--- src/rtl/dcache_uncached_port_if.sv ---
// Request/response and bus handshake bundle for the uncached data-cache port.
// The slave modport is the port block's view; master is the memory-stage/bus-model view.
interface dcache_uncached_port_if;
    logic        req_ce;
    logic        req_we;
    logic [31:0] req_addr;
    logic [3:0]  req_sel;
    logic [31:0] req_data;
    logic [2:0]  req_rd_type;
    logic [2:0]  req_wr_type;

    logic        ready_o;
    logic        ack_o;
    logic [31:0] rdata_o;

    logic        bus_rd_req;
    logic [2:0]  bus_rd_type;
    logic [31:0] bus_rd_addr;
    logic        bus_rd_rdy;
    logic        bus_ret_valid;
    logic [31:0] bus_ret_data;

    logic        bus_wr_req;
    logic [2:0]  bus_wr_type;
    logic [31:0] bus_wr_addr;
    logic [3:0]  bus_wr_strb;
    logic [31:0] bus_wr_data;
    logic        bus_wr_rdy;

    modport slave (
        input  req_ce, req_we, req_addr, req_sel, req_data, req_rd_type, req_wr_type,
        output ready_o, ack_o, rdata_o,
        output bus_rd_req, bus_rd_type, bus_rd_addr,
        input  bus_rd_rdy, bus_ret_valid, bus_ret_data,
        output bus_wr_req, bus_wr_type, bus_wr_addr, bus_wr_strb, bus_wr_data,
        input  bus_wr_rdy
    );

    modport master (
        output req_ce, req_we, req_addr, req_sel, req_data, req_rd_type, req_wr_type,
        input  ready_o, ack_o, rdata_o,
        input  bus_rd_req, bus_rd_type, bus_rd_addr,
        output bus_rd_rdy, bus_ret_valid, bus_ret_data,
        input  bus_wr_req, bus_wr_type, bus_wr_addr, bus_wr_strb, bus_wr_data,
        output bus_wr_rdy
    );
endinterface

--- src/rtl/dcache_uncached_port.sv ---
// Uncached load/store port: turns one memory-stage request into a single bus read or write.
// Define DCACHE_UNCACHED_WBUF_EN to post stores through a 1-entry write buffer.
module dcache_uncached_port (
    input  logic                  clk,
    input  logic                  rst,
    dcache_uncached_port_if.slave cif
);

    typedef enum logic [2:0] {
        IDLE    = 3'd0,
        RD_REQ  = 3'd1,
        RD_WAIT = 3'd2,
        WR_REQ  = 3'd3,
        RESP    = 3'd4
    } state_t;

    state_t      state_r;
    logic        ready_r;
    logic        ack_r;
    logic [31:0] rdata_r;
    logic        rd_req_r;
    logic [2:0]  rd_type_r;
    logic [31:0] rd_addr_r;
    logic        wr_req_r;
    logic [2:0]  wr_type_r;
    logic [31:0] wr_addr_r;
    logic [3:0]  wr_strb_r;
    logic [31:0] wr_data_r;
    logic        accept_s;

    // A request is taken only in the cycle the port advertises ready.
    always_comb begin
        accept_s = cif.req_ce & ready_r;
    end

`ifdef DCACHE_UNCACHED_WBUF_EN
    logic wbuf_empty_next_s;

    // The posted-write entry (held in the wr_* registers) frees up on its bus handshake.
    always_comb begin
        if (wr_req_r && !cif.bus_wr_rdy) begin
            wbuf_empty_next_s = 1'b0;
        end else begin
            wbuf_empty_next_s = 1'b1;
        end
    end
`endif

    // Main control FSM; all outputs are registered and bus fields only move on transitions.
    always_ff @(posedge clk) begin
        if (rst) begin
            state_r   <= IDLE;
            ready_r   <= 1'b1;
            ack_r     <= 1'b0;
            rdata_r   <= 32'h0000_0000;
            rd_req_r  <= 1'b0;
            rd_type_r <= 3'd0;
            rd_addr_r <= 32'h0000_0000;
            wr_req_r  <= 1'b0;
            wr_type_r <= 3'd0;
            wr_addr_r <= 32'h0000_0000;
            wr_strb_r <= 4'h0;
            wr_data_r <= 32'h0000_0000;
        end else begin
            case (state_r)
                IDLE: begin
                    if (accept_s) begin
                        ready_r <= 1'b0;
                        if (cif.req_we) begin
                            wr_req_r  <= 1'b1;
                            wr_addr_r <= cif.req_addr;
                            wr_strb_r <= cif.req_sel;
                            wr_data_r <= cif.req_data;
                            wr_type_r <= cif.req_wr_type;
`ifdef DCACHE_UNCACHED_WBUF_EN
                            ack_r     <= 1'b1;
                            state_r   <= RESP;
`else
                            state_r   <= WR_REQ;
`endif
                        end else begin
                            rd_req_r  <= 1'b1;
                            rd_addr_r <= cif.req_addr;
                            rd_type_r <= cif.req_rd_type;
                            state_r   <= RD_REQ;
                        end
                    end else begin
`ifdef DCACHE_UNCACHED_WBUF_EN
                        ready_r <= wbuf_empty_next_s;
`else
                        ready_r <= 1'b1;
`endif
                    end
                end
                RD_REQ: begin
                    // Return data arriving alongside the address handshake is not ours yet.
                    if (cif.bus_rd_rdy) begin
                        rd_req_r <= 1'b0;
                        state_r  <= RD_WAIT;
                    end
                end
                RD_WAIT: begin
                    if (cif.bus_ret_valid) begin
                        rdata_r <= cif.bus_ret_data;
                        ack_r   <= 1'b1;
                        state_r <= RESP;
                    end
                end
                WR_REQ: begin
`ifdef DCACHE_UNCACHED_WBUF_EN
                    ready_r <= wbuf_empty_next_s;
                    state_r <= IDLE;
`else
                    if (cif.bus_wr_rdy) begin
                        wr_req_r <= 1'b0;
                        ack_r    <= 1'b1;
                        state_r  <= RESP;
                    end
`endif
                end
                RESP: begin
                    ack_r   <= 1'b0;
                    state_r <= IDLE;
`ifdef DCACHE_UNCACHED_WBUF_EN
                    ready_r <= wbuf_empty_next_s;
`else
                    ready_r <= 1'b1;
`endif
                end
                default: begin
                    ack_r    <= 1'b0;
                    ready_r  <= 1'b0;
                    rd_req_r <= 1'b0;
                    state_r  <= IDLE;
                end
            endcase
`ifdef DCACHE_UNCACHED_WBUF_EN
            // Buffer drain runs independently of the request FSM.
            if (wr_req_r && cif.bus_wr_rdy) begin
                wr_req_r <= 1'b0;
            end
`endif
        end
    end

    assign cif.ready_o     = ready_r;
    assign cif.ack_o       = ack_r;
    assign cif.rdata_o     = rdata_r;
    assign cif.bus_rd_req  = rd_req_r;
    assign cif.bus_rd_type = rd_type_r;
    assign cif.bus_rd_addr = rd_addr_r;
    assign cif.bus_wr_req  = wr_req_r;
    assign cif.bus_wr_type = wr_type_r;
    assign cif.bus_wr_addr = wr_addr_r;
    assign cif.bus_wr_strb = wr_strb_r;
    assign cif.bus_wr_data = wr_data_r;

endmodule

--- src/flat_wrapper.sv ---
// flat-port wrapper written by rule: the top's interface ports become plain ports
module dcache_uncached_port_flat 
  (clk, rst, cif_req_ce, cif_req_we, cif_req_addr, cif_req_sel, cif_req_data, cif_req_rd_type, cif_req_wr_type, cif_ready_o, cif_ack_o, cif_rdata_o, cif_bus_rd_req, cif_bus_rd_type, cif_bus_rd_addr, cif_bus_rd_rdy, cif_bus_ret_valid, cif_bus_ret_data, cif_bus_wr_req, cif_bus_wr_type, cif_bus_wr_addr, cif_bus_wr_strb, cif_bus_wr_data, cif_bus_wr_rdy);
  dcache_uncached_port_if cif_i ();
  input  logic clk;
  input  logic rst;
  input wire logic [$bits(cif_i.req_ce)-1:0] cif_req_ce;
  input wire logic [$bits(cif_i.req_we)-1:0] cif_req_we;
  input wire logic [$bits(cif_i.req_addr)-1:0] cif_req_addr;
  input wire logic [$bits(cif_i.req_sel)-1:0] cif_req_sel;
  input wire logic [$bits(cif_i.req_data)-1:0] cif_req_data;
  input wire logic [$bits(cif_i.req_rd_type)-1:0] cif_req_rd_type;
  input wire logic [$bits(cif_i.req_wr_type)-1:0] cif_req_wr_type;
  output wire logic [$bits(cif_i.ready_o)-1:0] cif_ready_o;
  output wire logic [$bits(cif_i.ack_o)-1:0] cif_ack_o;
  output wire logic [$bits(cif_i.rdata_o)-1:0] cif_rdata_o;
  output wire logic [$bits(cif_i.bus_rd_req)-1:0] cif_bus_rd_req;
  output wire logic [$bits(cif_i.bus_rd_type)-1:0] cif_bus_rd_type;
  output wire logic [$bits(cif_i.bus_rd_addr)-1:0] cif_bus_rd_addr;
  input wire logic [$bits(cif_i.bus_rd_rdy)-1:0] cif_bus_rd_rdy;
  input wire logic [$bits(cif_i.bus_ret_valid)-1:0] cif_bus_ret_valid;
  input wire logic [$bits(cif_i.bus_ret_data)-1:0] cif_bus_ret_data;
  output wire logic [$bits(cif_i.bus_wr_req)-1:0] cif_bus_wr_req;
  output wire logic [$bits(cif_i.bus_wr_type)-1:0] cif_bus_wr_type;
  output wire logic [$bits(cif_i.bus_wr_addr)-1:0] cif_bus_wr_addr;
  output wire logic [$bits(cif_i.bus_wr_strb)-1:0] cif_bus_wr_strb;
  output wire logic [$bits(cif_i.bus_wr_data)-1:0] cif_bus_wr_data;
  input wire logic [$bits(cif_i.bus_wr_rdy)-1:0] cif_bus_wr_rdy;
  assign cif_i.req_ce = cif_req_ce;
  assign cif_i.req_we = cif_req_we;
  assign cif_i.req_addr = cif_req_addr;
  assign cif_i.req_sel = cif_req_sel;
  assign cif_i.req_data = cif_req_data;
  assign cif_i.req_rd_type = cif_req_rd_type;
  assign cif_i.req_wr_type = cif_req_wr_type;
  assign cif_ready_o = cif_i.ready_o;
  assign cif_ack_o = cif_i.ack_o;
  assign cif_rdata_o = cif_i.rdata_o;
  assign cif_bus_rd_req = cif_i.bus_rd_req;
  assign cif_bus_rd_type = cif_i.bus_rd_type;
  assign cif_bus_rd_addr = cif_i.bus_rd_addr;
  assign cif_i.bus_rd_rdy = cif_bus_rd_rdy;
  assign cif_i.bus_ret_valid = cif_bus_ret_valid;
  assign cif_i.bus_ret_data = cif_bus_ret_data;
  assign cif_bus_wr_req = cif_i.bus_wr_req;
  assign cif_bus_wr_type = cif_i.bus_wr_type;
  assign cif_bus_wr_addr = cif_i.bus_wr_addr;
  assign cif_bus_wr_strb = cif_i.bus_wr_strb;
  assign cif_bus_wr_data = cif_i.bus_wr_data;
  assign cif_i.bus_wr_rdy = cif_bus_wr_rdy;
  dcache_uncached_port u_core (.clk(clk), .rst(rst), .cif(cif_i));
endmodule
--- config.mk ---
export PLATFORM = sky130hd
export DESIGN_NAME = dcache_uncached_port_flat
export DESIGN_NICKNAME = d
export VERILOG_FILES = /design/src/rtl/dcache_uncached_port_if.sv /design/src/rtl/dcache_uncached_port.sv /design/src/flat_wrapper.sv
export SDC_FILE = /design/constraint.sdc
export NUM_CORES = 1
export LEC_CHECK = 0
export ABC_AREA = 1
export ABC_CLOCK_PERIOD_IN_PS = 1500
export CORE_UTILIZATION = 40
export CTS_CLUSTER_SIZE = 28
export DETAILED_ROUTE_END_ITERATION = 7
export GPL_ROUTABILITY_DRIVEN = 0
export HOLD_SLACK_MARGIN = 0.12
export PLACE_DENSITY = 0.8
export SLEW_MARGIN = 10
export SYNTH_ARGS = -nofsm -noshare
export SYNTH_HDL_FRONTEND = slang
export SYNTH_SLANG_ARGS = --single-unit
--- constraint.sdc ---
create_clock -name clk -period 1.5 [get_ports clk]
set_input_delay 0.3 -clock clk [delete_from_list [all_inputs] [get_ports clk]]
set_output_delay 0.3 -clock clk [all_outputs]
set_load 0.05 [all_outputs]
==> results.cfg <==
[global_route]
grt_max_degree = 73
grt.overflow.total = 0
grt_pass1_vias = 5557
grt_pass1_wl_mm = 27.30
grt_usage_pct = 27.05
antenna_found_initial = 0

[place]
place_hpwl_mm = 12.87
io_buffers = 254

[detailed_routing]
dr_total_vias = 5493
routed_via_density = 4.998
antenna_left = 0
wl_per_cell_um = 16.70
dr.first_iter.drc_count = 377
routed_wl_mm = 18.36
remaining_drc_errors = 0
dr.pass1.iters = 4

[cts]
cts_buffers = 17
tritoncts = yes
clock-root-buffer = clkbuf_16
clkLatencyLatePin_ps = 420
cts.clk_slew.worst_paths_ps = 50
hold_buffers = 0
htreeDepth = 4
cts_sinks = 145
clock_path_buffers = 2

[setup_path]
cp.required_ps = 1850
worstSetupPathType = flop to flop
critPathArrivalTime_ps = 1800
critPathLaunchType = flop
cp_max_fo = 36
worstSetupEndpointType = flop

[synthesis]
synth_top_family_by_area = simple AND/OR/NAND/NOR gates
netlist_area_mm2 = 0.005157
syn_inst = 654
ys_seq_area_share_pct = 56.28
yosys.area_share.simple_pct = 23.61
synth_mux_area_share_pct = 0
synth_xor_area_share_pct = 0
avgSynthCellArea_um2 = 7.886
synth_nets = 767
ys_ff_latch = 145
synth_compound_area_share_pct = 14.26
yosys.area_share.adder_pct = 0
synth.distinct_cells = 23
yosysWarnings = 0

[timing]
fin_skew_ps = 4.900
hold_viol = 0
max_freq_ghz = 0.6881
max_slew.worst_pin.slew_ps = 301.6
fin_crit_ps = 1453
setup_viol = 0
slew_violations = 0
timing.final.crit_share_pct = 96.89
relSlewSlack_pct = 79.68

[cells_and_area]
drive_gt1_share_pct = 23.19
fill_cells = 735
ff_latch_area_mm2 = 0.002907
utilization_pct = 79.71
syn_to_final_growth_pct = 95.05
multi_input_area_mm2 = 0.001953
nNetsFinal = 1028
diodes = 0

[min_path]
hold_path.class = input port to flop

[die]
start_util_pct = 40.87
core_area_mm2 = 0.01262
die_height_um = 115.6
dieArea_mm2 = 0.01335
fp.dieW_um = 115.6
rows = 41
io_pins = 255

[run_status]
status = finished, final reports clean

[job]
maxCapViolations = 0

[power]
vdd_drop_max_uv = 1221
power.leakage_nw = 4.166
power_density_mw_per_mm2 = 1946
power_mw = 19.57
-- cells in the mapped netlist --
cell type	count	area share, %
o21ai_0	141	14
clkbuf_1	17	1.2
dfxtp_1	145	56
o211a_1	1	0.19
buf_4	3	0.44
nor3b_1	1	0.15
nor4_1	1	0.12
nand2_1	11	0.80
o21a_1	1	0.15
a21oi_1	1	0.097
inv_4	1	0.12
nor2_1	285	21
nor2_2	2	0.24
nor2_4	2	0.44
nand3_2	2	0.39
clkbuf_2	7	0.68
inv_1	7	0.51
inv_2	4	0.29
buf_6	10	2.2
nand3_1	5	0.49
o211ai_1	1	0.15
buf_2	4	0.39
nand2_2	2	0.24
-- through the flow --
step | hold slack [ps] | TNS, ps | area, µm² | worst slack, ps | cells
6_report | 468.7 | 0 | 10060 | 46.72 | 1099
5_1_grt | 472.8 | -190.1 | 10060 | -26.68 | 1099
4_1_cts | 445.7 | 0 | 9985 | 19.02 | 1094
3_5_place_dp | 514.8 | -17750 | 9414 | -223.3 | 1063
3_3_place_gp | 509.6 | -13300 | 9414 | -149.6 | 1063
2_1_floorplan | 378.5 | 0 | 5159 | 130.1 | 654
-- where the power goes --
group          internal (mW)  total, mW  switching [mW]
sequential              4.79       5.79           0.996
clock                   2.53       4.06            1.52
combinational           4.52       9.73            5.21
total                   11.8       19.6            7.73
-- worst max-delay path: stages, from the launching register on --
cell	delay, ps
dfxtp_2	350
nor2_4	170
nand3_2	130
nor2_4	150
buf_4	140
clkbuf_16	220
o21ai_0	90
nor2_1	120
-- cells by family (layout without fill, tap and decap cells) --
group,after synthesis,in the layout
simple gates,311,311
flops,145,145
buf+inv,53,326
compound gates,145,145
-- worst paths after layout --
kind	endpoint	slack, ps	startpoint	cells after the start
min reg2reg	u_core.cif.bus_rd_addr[24]	520	u_core.cif.bus_rd_addr[24]	2
max reg2reg	u_core.cif.bus_wr_data[0]	50	u_core.state_r[1]	7
max	u_core.cif.bus_wr_data[0]	50	u_core.state_r[1]	7
min	u_core.cif.bus_wr_data[26]	470	cif_req_data[26]	3
-- what timing repair did --
item / CTS / global route
resized for setup: 1 / 4
buffers inserted: 0 / 3
endpoints found under the setup margin: 1 / 22
pin swaps: 0 / 3
gates cloned: 0 / 2
-- metal layers --
| metal | global-route usage [%] | vias up | share of wire (%) |
|---|---|---|---|
| li1 | - | 2623 | - |
| met1 | 26.16 | 2572 | 35 |
| met2 | 48.94 | 260 | 52 |
| met3 | 12.71 | 38 | 11 |
| met4 | 12.03 | 0 | 2.6 |
| met5 | 0 | - | 0 |
-- flip-flops by register name (all words and copies together), names as in the netlist --
register	cells
u_core.cif.bus_wr_type	3
u_core.cif.bus_wr_addr	32
u_core.cif.bus_wr_req	1
u_core.state_r	3
u_core.cif.bus_rd_type	3
u_core.cif.rdata_o	32
u_core.cif.bus_rd_req	1
u_core.cif.bus_wr_data	32
u_core.cif.ready_o	1
u_core.cif.bus_wr_strb	4
u_core.cif.ack_o	1
u_core.cif.bus_rd_addr	32
-- cells in the final DEF, fill, tap and decap left out, drive strengths merged, types with 2 or more instances in the layout --
cell type / synthesis / layout
clkbuf: 24 / 29
inv: 12 / 12
nand2: 13 / 13
clkdlybuf4s50: 0 / 112
nand3: 7 / 7
buf: 17 / 169
nor2: 289 / 289
clkinv: 0 / 2
o21ai: 141 / 141
dfxtp: 145 / 145
-- area by class of cell --
cell class              instances  share of cell area [%]
flip-flops and latches        145                   28.89
repair buffers                283                   43.41
clock inverters                 4                  0.4726
multi-input cells             456                   19.42
clock buffers                  27                   5.199
inverters                      12                  0.4726
well taps                     172                   2.139
Power figures use the tool's default switching activity.
